`src/rtl/mem_access_unit.sv`:
```
// mem_access_unit: initiator-side load/store unit for a byte-addressed,
// little-endian data memory with a combinational-read / synchronous-write
// word port. Sub-word stores use read-modify-write; sub-word loads are
// lane-extracted and sign/zero-extended.
// Optional build macro: MAU_MISALIGN_CHECK_EN (reject misaligned half/word).
module mem_access_unit #(
    parameter int unsigned MEM_BYTES = 512
) (
    input  logic        clk,
    input  logic        rst_n,
    input  logic        req_valid,
    output logic        req_ready,
    input  logic        req_write,
    input  logic [1:0]  req_size,
    input  logic        req_sign,
    input  logic [31:0] req_addr,
    input  logic [31:0] req_wdata,
    output logic        resp_valid,
    input  logic        resp_ready,
    output logic [31:0] resp_rdata,
    output logic        resp_err,
    output logic [31:0] mem_addr,
    output logic [31:0] mem_writeData,
    output logic        mem_writeMem,
    input  logic [31:0] mem_data
);

    localparam logic [31:0] MEM_LIMIT = 32'(MEM_BYTES);

    typedef enum logic [1:0] {
        IDLE  = 2'd0,
        READ  = 2'd1,
        WRITE = 2'd2,
        RESP  = 2'd3
    } state_e;

    state_e      state_q, state_d;
    logic        write_q, write_d;
    logic [1:0]  size_q, size_d;
    logic        sign_q, sign_d;
    logic [1:0]  addr_lo_q, addr_lo_d;
    logic [31:0] wdata_q, wdata_d;
    logic        req_ready_q, req_ready_d;
    logic        resp_valid_q, resp_valid_d;
    logic [31:0] resp_rdata_q, resp_rdata_d;
    logic        resp_err_q, resp_err_d;
    logic [31:0] mem_addr_q, mem_addr_d;
    logic [31:0] mem_wdata_q, mem_wdata_d;
    logic        mem_we_q, mem_we_d;

    logic [31:0] req_word_addr_s;
    logic        range_err_s;
    logic        misalign_err_s;

    // Replace one byte/half lane of a memory word with store data (size 2/3 = whole word).
    function automatic logic [31:0] merge_lane(input logic [31:0] word,
                                               input logic [31:0] wdata,
                                               input logic [1:0]  size,
                                               input logic [1:0]  lo);
        logic [31:0] r;
        r = word;
        case (size)
            2'd0:    r[{lo, 3'b000} +: 8] = wdata[7:0];
            2'd1:    r[{lo[1], 4'b0000} +: 16] = wdata[15:0];
            default: r = wdata;
        endcase
        return r;
    endfunction

    // Select the addressed lane of a memory word and extend it to 32 bits.
    function automatic logic [31:0] extract_lane(input logic [31:0] word,
                                                 input logic [1:0]  size,
                                                 input logic        sign,
                                                 input logic [1:0]  lo);
        logic [7:0]  b;
        logic [15:0] h;
        logic [31:0] r;
        b = word[{lo, 3'b000} +: 8];
        h = word[{lo[1], 4'b0000} +: 16];
        case (size)
            2'd0:    r = sign ? {{24{b[7]}}, b} : {24'd0, b};
            2'd1:    r = sign ? {{16{h[15]}}, h} : {16'd0, h};
            default: r = word;
        endcase
        return r;
    endfunction

    assign req_word_addr_s = {req_addr[31:2], 2'b00};
    assign range_err_s     = (req_word_addr_s >= MEM_LIMIT);

`ifdef MAU_MISALIGN_CHECK_EN
    assign misalign_err_s = ((req_size == 2'd1) && req_addr[0]) ||
                            (req_size[1] && (req_addr[1:0] != 2'd0));
`else
    assign misalign_err_s = 1'b0;
`endif

    // Next-state and next-output computation; outputs are registered from these values.
    always_comb begin
        state_d      = state_q;
        write_d      = write_q;
        size_d       = size_q;
        sign_d       = sign_q;
        addr_lo_d    = addr_lo_q;
        wdata_d      = wdata_q;
        req_ready_d  = req_ready_q;
        resp_valid_d = resp_valid_q;
        resp_rdata_d = resp_rdata_q;
        resp_err_d   = resp_err_q;
        mem_addr_d   = mem_addr_q;
        mem_wdata_d  = mem_wdata_q;
        mem_we_d     = 1'b0;
        case (state_q)
            IDLE: begin
                if (req_valid) begin
                    write_d     = req_write;
                    size_d      = req_size;
                    sign_d      = req_sign;
                    addr_lo_d   = req_addr[1:0];
                    wdata_d     = req_wdata;
                    req_ready_d = 1'b0;
                    if (range_err_s || misalign_err_s) begin
                        // Rejected: skip memory entirely and report.
                        state_d      = RESP;
                        resp_valid_d = 1'b1;
                        resp_err_d   = 1'b1;
                        resp_rdata_d = 32'd0;
                    end else if (req_write && req_size[1]) begin
                        state_d     = WRITE;
                        mem_addr_d  = req_word_addr_s;
                        mem_wdata_d = req_wdata;
                        mem_we_d    = 1'b1;
                    end else begin
                        state_d    = READ;
                        mem_addr_d = req_word_addr_s;
                    end
                end else begin
                    req_ready_d = 1'b1;
                end
            end
            READ: begin
                // The read word is captured here: merged into the write word
                // for an RMW store, or lane-extracted into the load result.
                if (write_q) begin
                    state_d     = WRITE;
                    mem_wdata_d = merge_lane(mem_data, wdata_q, size_q, addr_lo_q);
                    mem_we_d    = 1'b1;
                end else begin
                    state_d      = RESP;
                    resp_valid_d = 1'b1;
                    resp_err_d   = 1'b0;
                    resp_rdata_d = extract_lane(mem_data, size_q, sign_q, addr_lo_q);
                end
            end
            WRITE: begin
                state_d      = RESP;
                resp_valid_d = 1'b1;
                resp_err_d   = 1'b0;
                resp_rdata_d = 32'd0;
            end
            RESP: begin
                if (resp_ready) begin
                    state_d      = IDLE;
                    resp_valid_d = 1'b0;
                    req_ready_d  = 1'b1;
                end else begin
                    state_d = RESP;
                end
            end
            default: begin
                state_d      = IDLE;
                req_ready_d  = 1'b1;
                resp_valid_d = 1'b0;
            end
        endcase
    end

    // State, latched request and registered outputs; async reset aborts any access.
    always_ff @(posedge clk or negedge rst_n) begin
        if (!rst_n) begin
            state_q      <= IDLE;
            write_q      <= 1'b0;
            size_q       <= 2'd0;
            sign_q       <= 1'b0;
            addr_lo_q    <= 2'd0;
            wdata_q      <= 32'd0;
            req_ready_q  <= 1'b1;
            resp_valid_q <= 1'b0;
            resp_rdata_q <= 32'd0;
            resp_err_q   <= 1'b0;
            mem_addr_q   <= 32'd0;
            mem_wdata_q  <= 32'd0;
            mem_we_q     <= 1'b0;
        end else begin
            state_q      <= state_d;
            write_q      <= write_d;
            size_q       <= size_d;
            sign_q       <= sign_d;
            addr_lo_q    <= addr_lo_d;
            wdata_q      <= wdata_d;
            req_ready_q  <= req_ready_d;
            resp_valid_q <= resp_valid_d;
            resp_rdata_q <= resp_rdata_d;
            resp_err_q   <= resp_err_d;
            mem_addr_q   <= mem_addr_d;
            mem_wdata_q  <= mem_wdata_d;
            mem_we_q     <= mem_we_d;
        end
    end

    assign req_ready     = req_ready_q;
    assign resp_valid    = resp_valid_q;
    assign resp_rdata    = resp_rdata_q;
    assign resp_err      = resp_err_q;
    assign mem_addr      = mem_addr_q;
    assign mem_writeData = mem_wdata_q;
    assign mem_writeMem  = mem_we_q;

endmodule

```
`config.mk`:
```
export PLATFORM = sky130hd
export DESIGN_NAME = mem_access_unit
export DESIGN_NICKNAME = d
export VERILOG_FILES = /design/src/rtl/mem_access_unit.sv
export SDC_FILE = /design/constraint.sdc
export NUM_CORES = 1
export LEC_CHECK = 0
export CAP_MARGIN = 20
export CORE_MARGIN = 5
export CORE_UTILIZATION = 45
export DETAILED_ROUTE_END_ITERATION = 6
export PLACE_DENSITY = 0.76
export SYNTH_ARGS = -nofsm -noshare
export SYNTH_HDL_FRONTEND = slang
export SYNTH_SLANG_ARGS = --single-unit
export TNS_END_PERCENT = 100
```
`constraint.sdc`:
```
create_clock -name clk -period 2.98 [get_ports clk]
set_clock_uncertainty 0.2 [all_clocks]
set_input_delay 0.298 -clock clk [delete_from_list [all_inputs] [get_ports clk]]
set_output_delay 0.298 -clock clk [all_outputs]
set_load 0.05 [all_outputs]
```
==> Yosys cells after proc, flatten, opt, wreduce, memory -nomap -nowiden <==
Index checks and enable logic that the tools add are counted.
{ "totals": {"regBits": 138, "romBits": 0, "wordCells": 82, "latchBits": 0, "ram_bits": 0, "n_memories": 0} }
{ "op_classes": {"multipliers": 0, "add_sub_neg": 2, "mux": 36, "magnitude_cmp": 1, "shifts": 6, "div": 0, "reduce_logical": 12, "n_bitwise": 1, "n_eq_ne": 11} }
{ "ops": {"columns": ["operator", "n"], "rows": [
  ["two-way mux 32 bit", 9],
  ["case mux 32 bit (2 select lines)", 3],
  ["case mux 32 bit (3 select lines)", 1],
  ["bitwise mux 32 bit", 2],
  [">= comparator 32 x 10 -> 1 bit, second input constant", 1],
  ["variable shift 16 x 7 -> 32 bit, first input constant", 1],
  ["variable shift 8 x 7 -> 32 bit, first input constant", 1],
  ["indexed part select 16 x 7 -> 32 bit", 1],
  ["indexed part select 32 x 6 -> 16 bit", 1],
  ["indexed part select 32 x 6 -> 8 bit", 1],
  ["indexed part select 8 x 7 -> 32 bit", 1],
  ["!= test 2 bit, second input constant", 7],
  ["negator 5 -> 7 bit", 2],
  ["two-way mux 1 bit", 12],
  ["two-way mux 2 bit", 4],
  ["case mux 2 bit (4 select lines)", 1],
  ["AND reduction 4 bit", 2],
  ["AND reduction 5 bit", 1],
  ["== test 2 x 1 -> 1 bit, second input constant", 2],
  ["== test 2 bit, second input constant", 2],
  ["zero test 2 bit", 2],
  ["case mux 1 bit (2 select lines)", 2],
  ["case mux 1 bit (4 select lines)", 1],
  ["AND reduction 2 bit", 2],
  ["6 further kinds", 7]
]} }

==> Depth between registers and ports, before layout <==
{ "depth": {"ltp_word": 6, "mapped_depth": 9, "mapped_depth_nobuf": 7} }

==> Worst setup path before layout <==
OpenSTA, ideal clock, no wires.
{ "synth_timing": {"path_kind": "register -> register", "from": "register addr_lo_q[1]", "to": "register mem_wdata_q[30], in the netlist mem_writeData[30]", "required_ns": 2.713, "synth_period_minus_slack_ns": 2.471, "setup_ns": 0.067, "path_slack_ns": 0.509, "n_path_buf": 1, "path_stages_with_launch": 9, "t_arrival_ns": 2.205, "path_cell_list": "dfrtp_1 -> buf_2 -> inv_1 -> ha_1 -> nor4bb_1 -> a221oi_1 -> a211o_1 -> a31oi_1 -> mux2_2"} }
{ "synth_between": {"elab_chain_cells": 6} }
{ "synth_lines": {"columns": ["item", "line", "source"], "rows": [
  ["start: declaration", "41", "logic [1:0] addr_lo_q, addr_lo_d;"],
  ["start signal: assignment", "199", "addr_lo_q <= addr_lo_d;"],
  ["negator 5 -> 7 bit (on tied branches)", "64, 63", null],
  ["indexed part select 16 x 7 -> 32 bit (tied with other cells)", "64", "2'd1: r[{lo[1], 4'b0000} +: 16] = wdata[15:0];"],
  ["bitwise mux 32 bit (on tied branches)", "64, 63", null],
  ["case mux 32 bit (2 select lines) *", "62", "case (size)"],
  ["two-way mux 32 bit *", "144", "if (write_q) begin"],
  ["case mux 32 bit (2 select lines) *", "113", "case (state_q)"],
  ["end signal: assignment", "206", "mem_wdata_q <= mem_wdata_d;"],
  ["end: declaration", "48", "logic [31:0] mem_wdata_q, mem_wdata_d;"]
]} }
Mark *: on every way between the ends. The rest lies on a longest branch, timed or not. The select of a mux whose other input is x is not followed.
A chain may end at the register's enable or synchronous reset.

==> Worst setup path in the final report <==
{ "layout_timing": {"from": "input port req_addr[6]", "to": "register mem_wdata_q[4], in the netlist mem_writeData[4]"} }
{ "layout_between": {"elab_chain_cells": 3} }
{ "layout_lines": {"columns": ["item", "line", "source"], "rows": [
  ["start: declaration", "16", "input logic [31:0] req_addr,"],
  [">= comparator 32 x 10 -> 1 bit", "89", "assign range_err_s = (req_word_addr_s >= MEM_LIMIT);"],
  ["!= test 2 bit (no line)", null, null],
  ["AND reduction 5 bit (no line)", null, null]
]} }
Every way passes these cells.

==> results by group <==
Outcome
  – Outcome: finished, final reports clean

Critical path
  – Crit path from: req_addr[6]
  – Critical Path Source Type: input port
  – CP required: 3080 ps
  – Critical Path Sink Type: flop
  – R2R setup slack: 330 ps
  – Reg-to-reg endpoint: mem_writeData[4]
  – Crit path max fanout: 32
  – Crit path kind: in -> reg
  – Crit Reg-Reg Startpoint: state_q[0]
  – Crit path to: mem_writeData[4]
  – Reg2Reg Depth: 6
  – Worst endpoint data arrival time: 2770 ps

STA
  – Setup WS post-layout: 308.3 ps
  – Worst slew margin: 30.15%
  – Max Fclk: 374.3 MHz
  – Max-slew violations: 0
  – Actual slew at the worst max-slew pin: 1045 ps
  – Final hold violations: 0
  – RSZ-0062 raised after global routing: false
  – Final setup viols: 0
  – Fin crit share: 89.65%
  – Period minus WS final: 2672 ps

GRT
  – Grt ovf: 0
  – Gr usage total: 23.70%
  – First-pass GRT wire length: 33,630 um
  – Largest net degree at the start of global routing: 72
  – Vias in the first global route: 6,153
  – Initial antenna violation count: 0

Clock network
  – Worst skew pair latency: 420 ps
  – Post-CTS Resized: 0
  – Setup Fix Bufs, Post-CTS: 0
  – CTS buffer count: 17
  – H-tree depth: 4
  – CTS tree: done
  – Clk slew on worst S/H paths: 60 ps
  – Root buffer cell: clkbuf_16
  – Clk sink count: 138
  – CTS max path bufs: 2

Place
  – Cell Area, Placed: 0.009425 mm^2
  – Final HPWL DP: 15,840 um
  – Pre-CTS setup slack: -142.5 ps
  – Placer Congestion: 0.8872
  – PortBufs: 201

Finish
  – Fraction of layout cells with a size suffix above 1: 19.12%
  – Synthesis-to-finish area growth: 39.99%
  – Final Instance Area: 0.01001 mm^2
  – Most common cell after layout, fill and taps aside: clkdlybuf4s50_1
  – Final Net Count: 985
  – Most frequent cells in the layout: clkdlybuf4s50_1 (200), dfrtp_1 (137), mux2_2 (108)

Floorplan
  – Die H: 136.0 um
  – Core ar.: 0.01571 mm^2
  – Die ar.: 0.01851 mm^2
  – Cell Rows: 46
  – Die Width: 136.0 um
  – I/O pin count: 204
  – Starting Density: 45.50%

Hold path
  – Worst Hold Class: in -> async

Route
  – Via density: 5.432
  – TritonRoute pass-1 iters: 5
  – Drt total wl: 21,330 um
  – 1st-iter DRT viols: 439
  – Via count: 5,981
  – ANT nets after route: 0
  – Drc violations: 0
  – Drt wl/cell: 19.37 um

Synth
  – Number of synthesized flops with an enable pin: 0
  – Seq/Total Area, Yosys: 48.32%
  – Yosys Warn Count: 0
  – Yosys cell types: 50
  – Synth Area per Inst: 10.62 um^2
  – Post-synth top area share: 47.95%
  – Gate Count Post-Synth: 673
  – Cell area after synthesis: 0.007149 mm^2
  – Post-synthesis async set-or-reset flop share: 100.0%
  – Largest area contributor in the netlist: dfrtp_1
  – Top FF cell, synth: dfrtp_1
  – #FFs+latches synth: 138
  – Top cells by area, synth: dfrtp_1 (48%), mux2_2 (17%), nand2_1 (4.5%), nor2_1 (2.7%), a21oi_1 (2.4%)

Pwr
  – Pwr Density: 1130 mW/mm^2
  – VDD IR max: 0.5642 mV
  – Pleak: 0.004347 uW

Job
  – Max-cap violations: 0
-- Yosys cell counts (all sizes together) (7+ instances only) --
cell type  instances
a31oi             23
a221oi            18
mux2i             14
inv               20
a32oi              7
a22oi              8
buf               18
nand2b             9
nand2             85
ha                 9
nor2              51
a22o               8
dfrtp            137
mux2             110
clkbuf            28
nor2b             25
o21ai             22
o221ai             7
a21oi             35
-- cell families after synthesis --
family | Yosys count | synth area share [%]
and+or+nand+nor | 191 | 12.30
AOI/OAI and AO/OA | 143 | 14.00
DFF | 138 | 48.32
muxes | 125 | 19.60
buffers and inverters | 66 | 4.148
adders and majority gates | 9 | 1.575
other | 1 | 0.05245
-- power breakdown --
part	internal (uW)	total [uW]	leakage, uW	switching (uW)
clock	1250	2050	0.000273	798
combinational	2490	6150	0.00232	3670
sequential	2580	3100	0.00175	524
-- worst min path at each step --
stage,startpoint,slack [ps],end
floorplan,rst_n,-200,addr_lo_q[0]
global placement,rst_n,150,resp_rdata[25]
detailed placement,rst_n,160,resp_rdata[25]
CTS,req_addr[1],280,addr_lo_q[1]
global route,req_addr[1],290,addr_lo_q[1]
finish,rst_n,270,resp_rdata[21]
-- registers in the layout (all words and copies together), names as in the netlist --
name / flops
resp_valid: 1
state_q: 2
wdata_q: 32
mem_writeMem: 1
mem_addr: 30
resp_err: 1
write_q: 1
sign_q: 1
addr_lo_q: 2
size_q: 2
req_ready: 1
resp_rdata: 32
mem_writeData: 32
-- area by class of cell --
class	count	area, um^2
Multi-Input combinational cell	470	3415
Inverter	20	75.07
Fill cell	1302	5704
Clock buffer	21	450.4
Sequential cell	138	3455
Tap cell	216	270.3
Clock inverter	10	120.1
Antenna cell	1	2.502
Timing Repair Buffer	225	2221
-- layer usage --
| layer | vias to the layer above | track usage, % | part of all wire [%] |
|---|---|---|---|
| li1 | 2815 | - | - |
| met3 | 34 | 9.104 | 10 |
| met2 | 251 | 37.59 | 47 |
| met5 | - | 0 | 0 |
| met1 | 2881 | 29.07 | 41 |
| met4 | 0 | 9.686 | 2.4 |
-- worst max-delay path, cell delays in order --
cell             delay (ps)
clkdlybuf4s50_1         440
nor4b_1                 430
a211o_1                 270
nor3_4                   70
a21oi_4                 810
mux2_2                  420
-- stage by stage --
| stage | hold WS [ps] | TNS, ps | instances | utilization, % | power [uW] |
|---|---|---|---|---|---|
| floorplan | -197.6 | 0 | 674 | - | 7362 |
| global route | 290.9 | 0 | 1100 | 63.68 | 11990 |
| CTS | 277.1 | 0 | 1100 | 63.68 | 11370 |
| global placement | 150.5 | -3973 | 1068 | 59.99 | 9168 |
| finish | 272.9 | 0 | 1101 | 63.70 | 11310 |
| detailed placement | 160.0 | -4202 | 1068 | 59.99 | 9279 |
-- timing repair --
action / 4_1_cts / 5_1_grt
setup endpoints to repair: 0 / 0
hold endpoints to repair: 69 / 0
hold buffers: 1 / 0
No activity file was read; power rests on OpenSTA's default activity.
